===== config.mk =====
export PLATFORM = sky130hd
export DESIGN_NAME = gpio_pattern_gen
export DESIGN_NICKNAME = d
export VERILOG_FILES = /design/src/rtl/gpio_pattern_pkg.sv /design/src/rtl/gpio_prescaler.sv /design/src/rtl/gpio_pattern_gen.sv
export SDC_FILE = /design/constraint.sdc
export NUM_CORES = 1
export LEC_CHECK = 0
export ABC_AREA = 1
export CAP_MARGIN = 20
export CORE_MARGIN = 1
export CORE_UTILIZATION = 30
export DETAILED_ROUTE_END_ITERATION = 6
export HOLD_SLACK_MARGIN = 0.12
export PLACE_DENSITY = 0.49
export SYNTH_ARGS = -nofsm -noshare
export SYNTH_HDL_FRONTEND = slang
export SYNTH_SLANG_ARGS = --single-unit

===== constraint.sdc =====
create_clock -name clk -period 3.1 [get_ports clk]
set_input_delay 0.775 -clock clk [delete_from_list [all_inputs] [get_ports clk]]
set_output_delay 0.775 -clock clk [all_outputs]
set_load 0.05 [all_outputs]

===== src/rtl/gpio_pattern_pkg.sv =====
// gpio_pattern_pkg: mode/state enums and the pattern function shared by the pattern generator.
package gpio_pattern_pkg;
  typedef enum logic [1:0] {MODE_BIN, MODE_GRAY, MODE_WALK, MODE_TOGGLE} mode_t;
  typedef enum logic {ST_IDLE, ST_RUN} state_t;
  // Evaluated at 32 bits; callers truncate to their channel count.
  function automatic logic [31:0] pattern(input mode_t m, input logic [31:0] seq, input int unsigned nch);
    return m == MODE_BIN  ? seq :
           m == MODE_GRAY ? seq ^ (seq >> 1) :
           m == MODE_WALK ? 32'd1 << (seq % nch) :
                            {32{seq[0]}};
  endfunction
endpackage


===== src/rtl/gpio_prescaler.sv =====
// gpio_prescaler: free-running step counter with enable, synchronous clear and terminal-count flag.
module gpio_prescaler #(
  parameter int LOG2DELAY = 21
) (
  input  logic clk,
  input  logic rst,
  input  logic en,
  input  logic clr,
  output logic tc
);
  logic [LOG2DELAY-1:0] cnt;
  always_ff @(posedge clk or posedge rst)
    if (rst) cnt <= '0;
    else if (clr) cnt <= '0;
    else if (en) cnt <= cnt + LOG2DELAY'(1);
  assign tc = &cnt;
endmodule


===== src/rtl/gpio_pattern_gen.sv =====
// gpio_pattern_gen: armed GPIO/LED exercise-pattern generator (binary, Gray, walking-one, all-toggle).
// Define GPIO_PATTERN_SAFE_MASK_EN to AND the outputs with safe_mask captured at arm time.
module gpio_pattern_gen
  import gpio_pattern_pkg::*;
#(
  parameter int NCH       = 3,
  parameter int LOG2DELAY = 21
) (
  input  logic           clk,
  input  logic           rst,
  input  logic           arm,
  input  logic [1:0]     mode,
  input  logic [NCH-1:0] safe_mask,
  output logic [NCH-1:0] out,
  output logic           step_strobe,
  output logic           running
);
  localparam logic [NCH-1:0] LAST = NCH'(NCH - 1);
  state_t state, state_next;
  mode_t mode_q;
  logic [NCH-1:0] seq, seq_next, p, mask;
  logic run_go, entry, step, tc;
  gpio_prescaler #(.LOG2DELAY(LOG2DELAY)) u_pre (
    .clk(clk),
    .rst(rst),
    .en (run_go),
    .clr(!run_go),
    .tc (tc)
  );
  assign p = NCH'(pattern(mode_q, 32'(seq), NCH));
  // Disarm wins over a coincident terminal count: step requires arm.
  always_comb begin
    state_next = arm ? ST_RUN : ST_IDLE;
    run_go = state == ST_RUN && arm;
    entry = state == ST_IDLE && arm;
    step = run_go && tc;
    seq_next = (mode_q == MODE_WALK && seq == LAST) ? '0 : seq + NCH'(1);
  end
  always_ff @(posedge clk or posedge rst)
    if (rst) begin
      state <= ST_IDLE;
      mode_q <= MODE_BIN;
      seq <= '0;
      out <= '0;
      step_strobe <= 1'b0;
      running <= 1'b0;
    end else begin
      state <= state_next;
      if (entry) mode_q <= mode_t'(mode);
      seq <= !run_go ? '0 : step ? seq_next : seq;
      out <= run_go ? p & mask : '0;
      step_strobe <= step;
      running <= run_go;
    end
`ifdef GPIO_PATTERN_SAFE_MASK_EN
  always_ff @(posedge clk or posedge rst)
    if (rst) mask <= '0;
    else if (entry) mask <= safe_mask;
`else
  logic unused_mask;
  assign unused_mask = ^safe_mask;
  assign mask = '1;
`endif
endmodule

==> flow_summary.ini <==
[critical_path]
slowest_delay_ns = 0.52
r2r_cells = 15
path_max_fanout = 9
worst-path-stages = 15
r2r_start = seq[0]$_DFFE_PP0P_
cp_common_cell = nand2_1
r2r-end = out[0]$_DFF_PP0_
critical_path_buf_inv_count = 2
critPathKind = reg -> reg
setup.worst_path.end_class = flip-flop
cp_cell_sequence = inv_1, ha_1, nand2_1, nand2_1, nand2_1, nand2_1, ha_1, or2_2, xor2_1, inv_1, nor2_1, nand2_1, nand2_1, nand2_1, a21oi_2
endpoint = out[0]$_DFF_PP0_
required_ns = 3.32
slowest_stage = dfrtp_1
critPathTopFamily = simple AND/OR/NAND/NOR gates
r2r_slack_ns = 0.65
crit_start = seq[0]$_DFFE_PP0P_
start_kind = flip-flop
critPathArrivalTime_ns = 2.67

[grt]
track_usage_pct = 12.5
grt_overflow = 0
antenna_found_initial = 0
grt_pass1_vias = 1372
grt_pass1_wl_mm = 6.17
grt_max_degree = 33

[synth]
synth_edf_count = 0
syn_inst = 234
synthMuxAreaShare_pct = 0.608
synthAdderAreaFrac_pct = 6.08
avgSynthCellArea_um2 = 7.92
yosysSeqAreaShare_pct = 43.2
async_reset_ff_share_pct = 100
synth.net_count = 251
synth_top_family_by_area = simple AND/OR/NAND/NOR gates
ys_ff_latch = 32
synthXorXnorAreaFrac_pct = 1.42
synth_area_um2 = 1850
synth_ff_type = dfrtp_1
ys_warn_count = 0
synthSimpleGateAreaFrac_pct = 31.0
synth_compound_gate_area_share_pct = 10.7
synth_cell_types = 30

[cts]
cts_resized = 0
clkTransAtPathRegs_ns = 0.07
clk_latency_ns = 0.29
hold_buffers = 0
clock-sinks = 32
clock_path_buffers = 2
cts_root_buf = clkbuf_8
post_cts_buffers = 0
cts_tree = done
cts_buffers = 5
htreeDepth = 2

[sta]
grt_setup_unrepaired = no
tns_ns = 0
fin_worst_skew_ns = 0.00688
hold_viol_final = 0
finalCritPeriodShare_pct = 79.0
fin_ws_ns = 0.650
finalSetupViolations = 0
slew_violations = 0
tightest_slew_ns = 0.580
max_slew_margin_pct = 61.1
final.min_clock_period_ns = 2.45
max_freq_ghz = 0.408

[die]
die_height_um = 80.6
rows = 28
coreArea_um2 = 5960
io_pins = 13
fp.dieW_um = 80.6
initial_utilization_pct = 31.1
dieArea_um2 = 6490

[final_layout]
syn2layout_area_growth_pct = 16.1
drive_gt1_share_pct = 13.1
nets = 267
antenna_cells = 0

[pwr]
power-per-cell-area_nw_per_um2 = 435
vdd_drop_max_uv = 191
p_leak_nw = 0.964
power.total_mw = 0.935

[placement]
port_buffers = 9
dp_hpwl_mm = 2.55
place_congestion = 0.742
place_ws_ns = 0.620

[route]
via_count = 1483
drt_iter0_drc = 63
first_pass_iters = 4
route.detailed.drc = 0
post_drt_wl_per_cell_um = 10.8
vias_per_cell = 4.55
routed_wl_mm = 3.54
ant_nets = 0

[outcome]
status = completed

[hold_path]
hold_class = reg -> reg

[flow_run]
maxCapViolCount = 0
-- worst register-to-register path: stages, from the launching register on --
cell and delay [ns]:
dfrtp_1 0.52, inv_1 0.17, ha_1 0.27, nand2_1 0.08, nand2_1 0.05, nand2_1 0.05
nand2_1 0.07, ha_1 0.22, or2_2 0.31, xor2_1 0.17, inv_1 0.06, nor2_1 0.13
nand2_1 0.07, nand2_1 0.05, nand2_1 0.06, a21oi_2 0.11
-- worst min-delay path by stage --
| stage | start | endpoint | slack [ns] | depth (start not counted) |
|---|---|---|---|---|
| final | u_pre.cnt[0]$_DFF_PP0_ | u_pre.cnt[0]$_DFF_PP0_ | 0.46 | 1 |
| after global routing | u_pre.cnt[0]$_DFF_PP0_ | u_pre.cnt[0]$_DFF_PP0_ | 0.51 | 1 |
| after CTS | u_pre.cnt[0]$_DFF_PP0_ | u_pre.cnt[0]$_DFF_PP0_ | 0.46 | 1 |
| after detailed placement | u_pre.cnt[0]$_DFF_PP0_ | u_pre.cnt[0]$_DFF_PP0_ | 0.45 | 1 |
| after global placement | u_pre.cnt[0]$_DFF_PP0_ | u_pre.cnt[0]$_DFF_PP0_ | 0.46 | 1 |
| after floorplan | u_pre.cnt[0]$_DFF_PP0_ | u_pre.cnt[0]$_DFF_PP0_ | 0.43 | 1 |
-- logic make-up after synthesis --
group | count (synthesis)
flops | 32
xor+xnor | 3
simple gates | 119
mux | 1
fa+ha+maj | 9
buf+inv | 34
compound gates | 36
-- where the power goes --
group	switching [mW]	internal, mW	leakage (nW)
Sequential	0.0113	0.428	0.435
Combinational	0.0639	0.0344	0.474
Clock	0.158	0.238	0.0552
-- cells in the mapped netlist (2+ instances only) --
| library cell | instances | area [um^2] |
|---|---|---|
| ha_1 | 9 | 113 |
| nor2_1 | 27 | 101 |
| nor3_1 | 7 | 35.0 |
| xor2_1 | 2 | 17.5 |
| a21oi_1 | 17 | 85.1 |
| inv_2 | 2 | 7.51 |
| dfrtp_1 | 32 | 801 |
| o21ai_0 | 13 | 65.1 |
| inv_1 | 28 | 105 |
| nand3_1 | 11 | 55.1 |
| a21oi_2 | 3 | 26.3 |
| nand4_1 | 3 | 18.8 |
| nor3_2 | 4 | 40.0 |
| nand2_1 | 53 | 199 |
| nand2_2 | 4 | 25.0 |
| clkinv_1 | 2 | 7.51 |
| nand3_2 | 4 | 40.0 |
-- registers in the layout, summed over array words and instances (netlist names) --
name	count
mode_q	2
out	3
running	1
seq	3
state	1
step_strobe	1
u_pre.cnt	21
-- metal layers --
metal  wire length, um  global-route usage (%)  part of all wire (%)
met1              1840                    16.8                    52
met2              1520                    18.4                    43
met3               142                    4.89                   4.0
met4                29                    3.75                  0.82
met5                 0                       0                     0
-- layout by cell type, fill, tap and decap left out, types with 7 or more instances in the layout --
master,synthesis,layout
o21ai_0,13,13
nand2_1,53,53
clkdlybuf4s50_1,0,9
dfrtp_1,32,32
nor2_1,27,27
ha_1,9,9
nor3_1,7,7
nand3_1,11,11
a21oi_1,17,17
inv_1,28,28
-- layout make-up --
class | count | area, um^2
multi-input combinational | 168 | 923
clock buffer | 6 | 72.6
clock inverter | 2 | 35.0
inverter | 32 | 120
timing repair buffer | 11 | 105
tap | 75 | 93.8
sequential | 32 | 801
fill | 634 | 3800
-- through the flow --
step                instances  util (%)  cell area (um^2)  hold WS [ns]
CTS                       326      36.1              2150         0.463
finish                    326      36.1              2150         0.461
floorplan                 234         -              1850         0.432
global placement          318      34.3              2040         0.455
detailed placement        318      34.3              2040         0.453
global route              326      36.1              2150         0.510
No activity file was read; power rests on OpenSTA's default activity.
==> edit, RTL diff (same flow settings) <==
Add an input register stage for `mode`, cleared by the reset; this delays it by one clock. The other inputs are not delayed to match.
--- a/src/rtl/gpio_pattern_gen.sv
+++ b/src/rtl/gpio_pattern_gen.sv
@@ -18,2 +18,13 @@
   localparam logic [NCH-1:0] LAST = NCH'(NCH - 1);
+
+  logic [1:0] mode_r;
+
+  always_ff @(posedge clk or posedge rst) begin
+    if (rst) begin
+      mode_r <= '0;
+    end else begin
+      mode_r <= mode;
+    end
+  end
+
   state_t state, state_next;
@@ -48,3 +59,3 @@
       state <= state_next;
-      if (entry) mode_q <= mode_t'(mode);
+      if (entry) mode_q <= mode_t'(mode_r);
       seq <= !run_go ? '0 : step ? seq_next : seq;
Behaviour: not the same (Yosys sat finds a counterexample within 4 cycles, from zero or initial values and one cycle with rst high).
==> edit against the unedited design <==
Area after synthesis up 2.7%. Sequential cell count rose by 2. Design area up 2.3%. Routed wire length is 5.1% higher. Utilization grew 0.39 points. Non-clock buffer count is 3 higher. Power shrank 5.1%. Setup slack improved by 200 ps. Global-route usage rose by 0.67 points. First-iteration DRC count down 30%. Sequential share of layout area is 1.4 points higher. Largest cell class unchanged.
==> edit: results (changes against the unedited design) <==
vias per cell=4.59 (+0.99%); Setup Fix Bufs, Post-CTS=0 (unchanged); I/O Buffers=9 (unchanged); total CTS buffers=5 (unchanged); LEAKAGE=0.984 nW (+2.1%); EDFF count, synth=0 (unchanged); Slew Limit Fails=0 (unchanged); Fillers=653 (+3.0%); Slew headroom=66.8% (+5.8 points); number of synthesis warnings=0 (unchanged); post_cts resized=0 (unchanged); clock buffer depth=2 (unchanged); worst vdd ir=0.000224 V (+17%); ant diodes=0 (unchanged); Cell variety after synth=30 (unchanged); first-pass GRT wire length=6690 microns (+8.4%); ratio of cells with drive above 1 in the final layout=14.1% (+0.97 points); Mapped Avg Cell Area=8.06 sq um (+1.8%); CP max FO=10 (+1); register area share after synthesis=44.7% (+1.5 points); Skew-Pair Late Insertion Delay=280 ps; vias in the first global route=1506 (+9.8%); Worst Skew=2.91 ps (-3.97 ps); top cells by area, synth=dfrtp_1, nand2_1, ha_1; Regs by FF count=u_pre.cnt (21), out (3), seq (3); Clk pin slew, worst setup/hold paths=70 ps (about the same); pin count of the biggest net entering global routing=35 (+6.1%); RePlAce Congestion=0.739 (-0.43%); Worst Setup SP=seq[2]; Slowest-stage cell, CP=dfrtp_1; cell count after placement=323 (+1.6%); total vias in the final route=1516 (+2.2%); H-tree levels=2 (unchanged); syn_nets=253 (+0.80%); Worst Hold Class=register to register; initial antenna violation count=0 (unchanged); gr usage total=13.2% (+0.67 points); HP Start=u_pre.cnt[0]; status=finished clean; Crit path largest cell delay=510 ps; Initial DRT Pass Iterations=4 (unchanged); Final nets=272 (+1.9%); final wirelength=3710 microns (+5.1%); CP arrival=2460 ps (-210 ps); Root Buffer=clkbuf_8; switching power=241 uW (+3.2%); Starting DRT DRC Count=44 (-30%); Synth async-reset ratio=100% (unchanged); most frequent cells after synthesis=nand2_1, dfrtp_1, inv_1; DPL Wire Length=2720 microns (+6.7%)
==> edit: cell count changes in the layout (fill, tap and decap cells not counted), sizes merged <==
cell      unedited run  this run
buf                  2         5
clkinvlp             0         2
dfrtp               32        34
bufinv               1         0
clkbuf               6         5
clkinv               3         2
==> edit: metal layers <==
layer | up-vias | GRT usage, % | routed length (microns)
li1 | 798 | - | -
met1 | 695 | 18.1 | 1960
met2 | 19 | 20.6 | 1600
met3 | 4 | 3.00 | 112
met4 | 0 | 4.21 | 38
met5 | - | 0 | 0
==> edit: final cells by class <==
type	count	area, sq um	share of cell area, %
inverter	32	120	5.46
sequential	34	851	38.7
clock buffer	5	68.8	3.13
timing repair buffer	14	128	5.80
tap	75	93.8	4.27
multi-input combinational	168	923	42.0
clock inverter	2	15.0	0.683
==> edit: cell families after synthesis <==
group / Yosys count / synth area share [%]
AO/OA/AOI/OAI: 36 / 10.5
XOR/XNOR: 3 / 1.38
adder cells (fa/ha/maj): 9 / 5.92
buffers and inverters: 34 / 6.77
flip-flops: 34 / 44.7
multiplexers: 1 / 0.592
AND/OR/NAND/NOR: 119 / 30.2
==> edit: worst paths after layout <==
kind                       cells after the start       endpoint  slack [ps]
setup / recovery                              14         out[1]         850
hold / removal                                 1   u_pre.cnt[0]         470
setup reg to reg                              14         out[1]         850
hold reg to reg                                1   u_pre.cnt[0]         470
max in group asynchronous                      3  u_pre.cnt[20]        1900
min in group asynchronous                      3         out[0]         900
==> edit: power by group through the flow <==
| stage | clock network [mW] | logic [mW] | registers, mW |
|---|---|---|---|
| floorplan | 0 | 0.0587 | 0.486 |
| global placement | 0 | 0.107 | 0.474 |
| detailed placement | 0 | 0.108 | 0.474 |
| CTS | 0.330 | 0.108 | 0.465 |
| global route | 0.348 | 0.122 | 0.468 |
| finish | 0.316 | 0.106 | 0.465 |
==> edit: per-stage QoR <==
step                      cell area, sq um  utilization [%]  hold slack [ps]  setup slack (ps)
after floorplan                       1900                -              432               944
after global placement                2120             35.1              452               881
after detailed placement              2120             35.1              458               857
after CTS                             2200             36.5              468               835
after global routing                  2200             36.5              496               609
final                                 2200             36.5              469               853
==> edit: worst max-delay path, delay by kind of cell (launching register included) <==
| family | cells | cell delay [ps] |
|---|---|---|
| AND/OR/NAND/NOR | 8 | 800 |
| flip-flops | 1 | 510 |
| adder cells (fa/ha/maj) | 2 | 450 |
| XOR/XNOR | 1 | 170 |
| buffers and inverters | 2 | 150 |
| AO/OA/AOI/OAI | 1 | 110 |
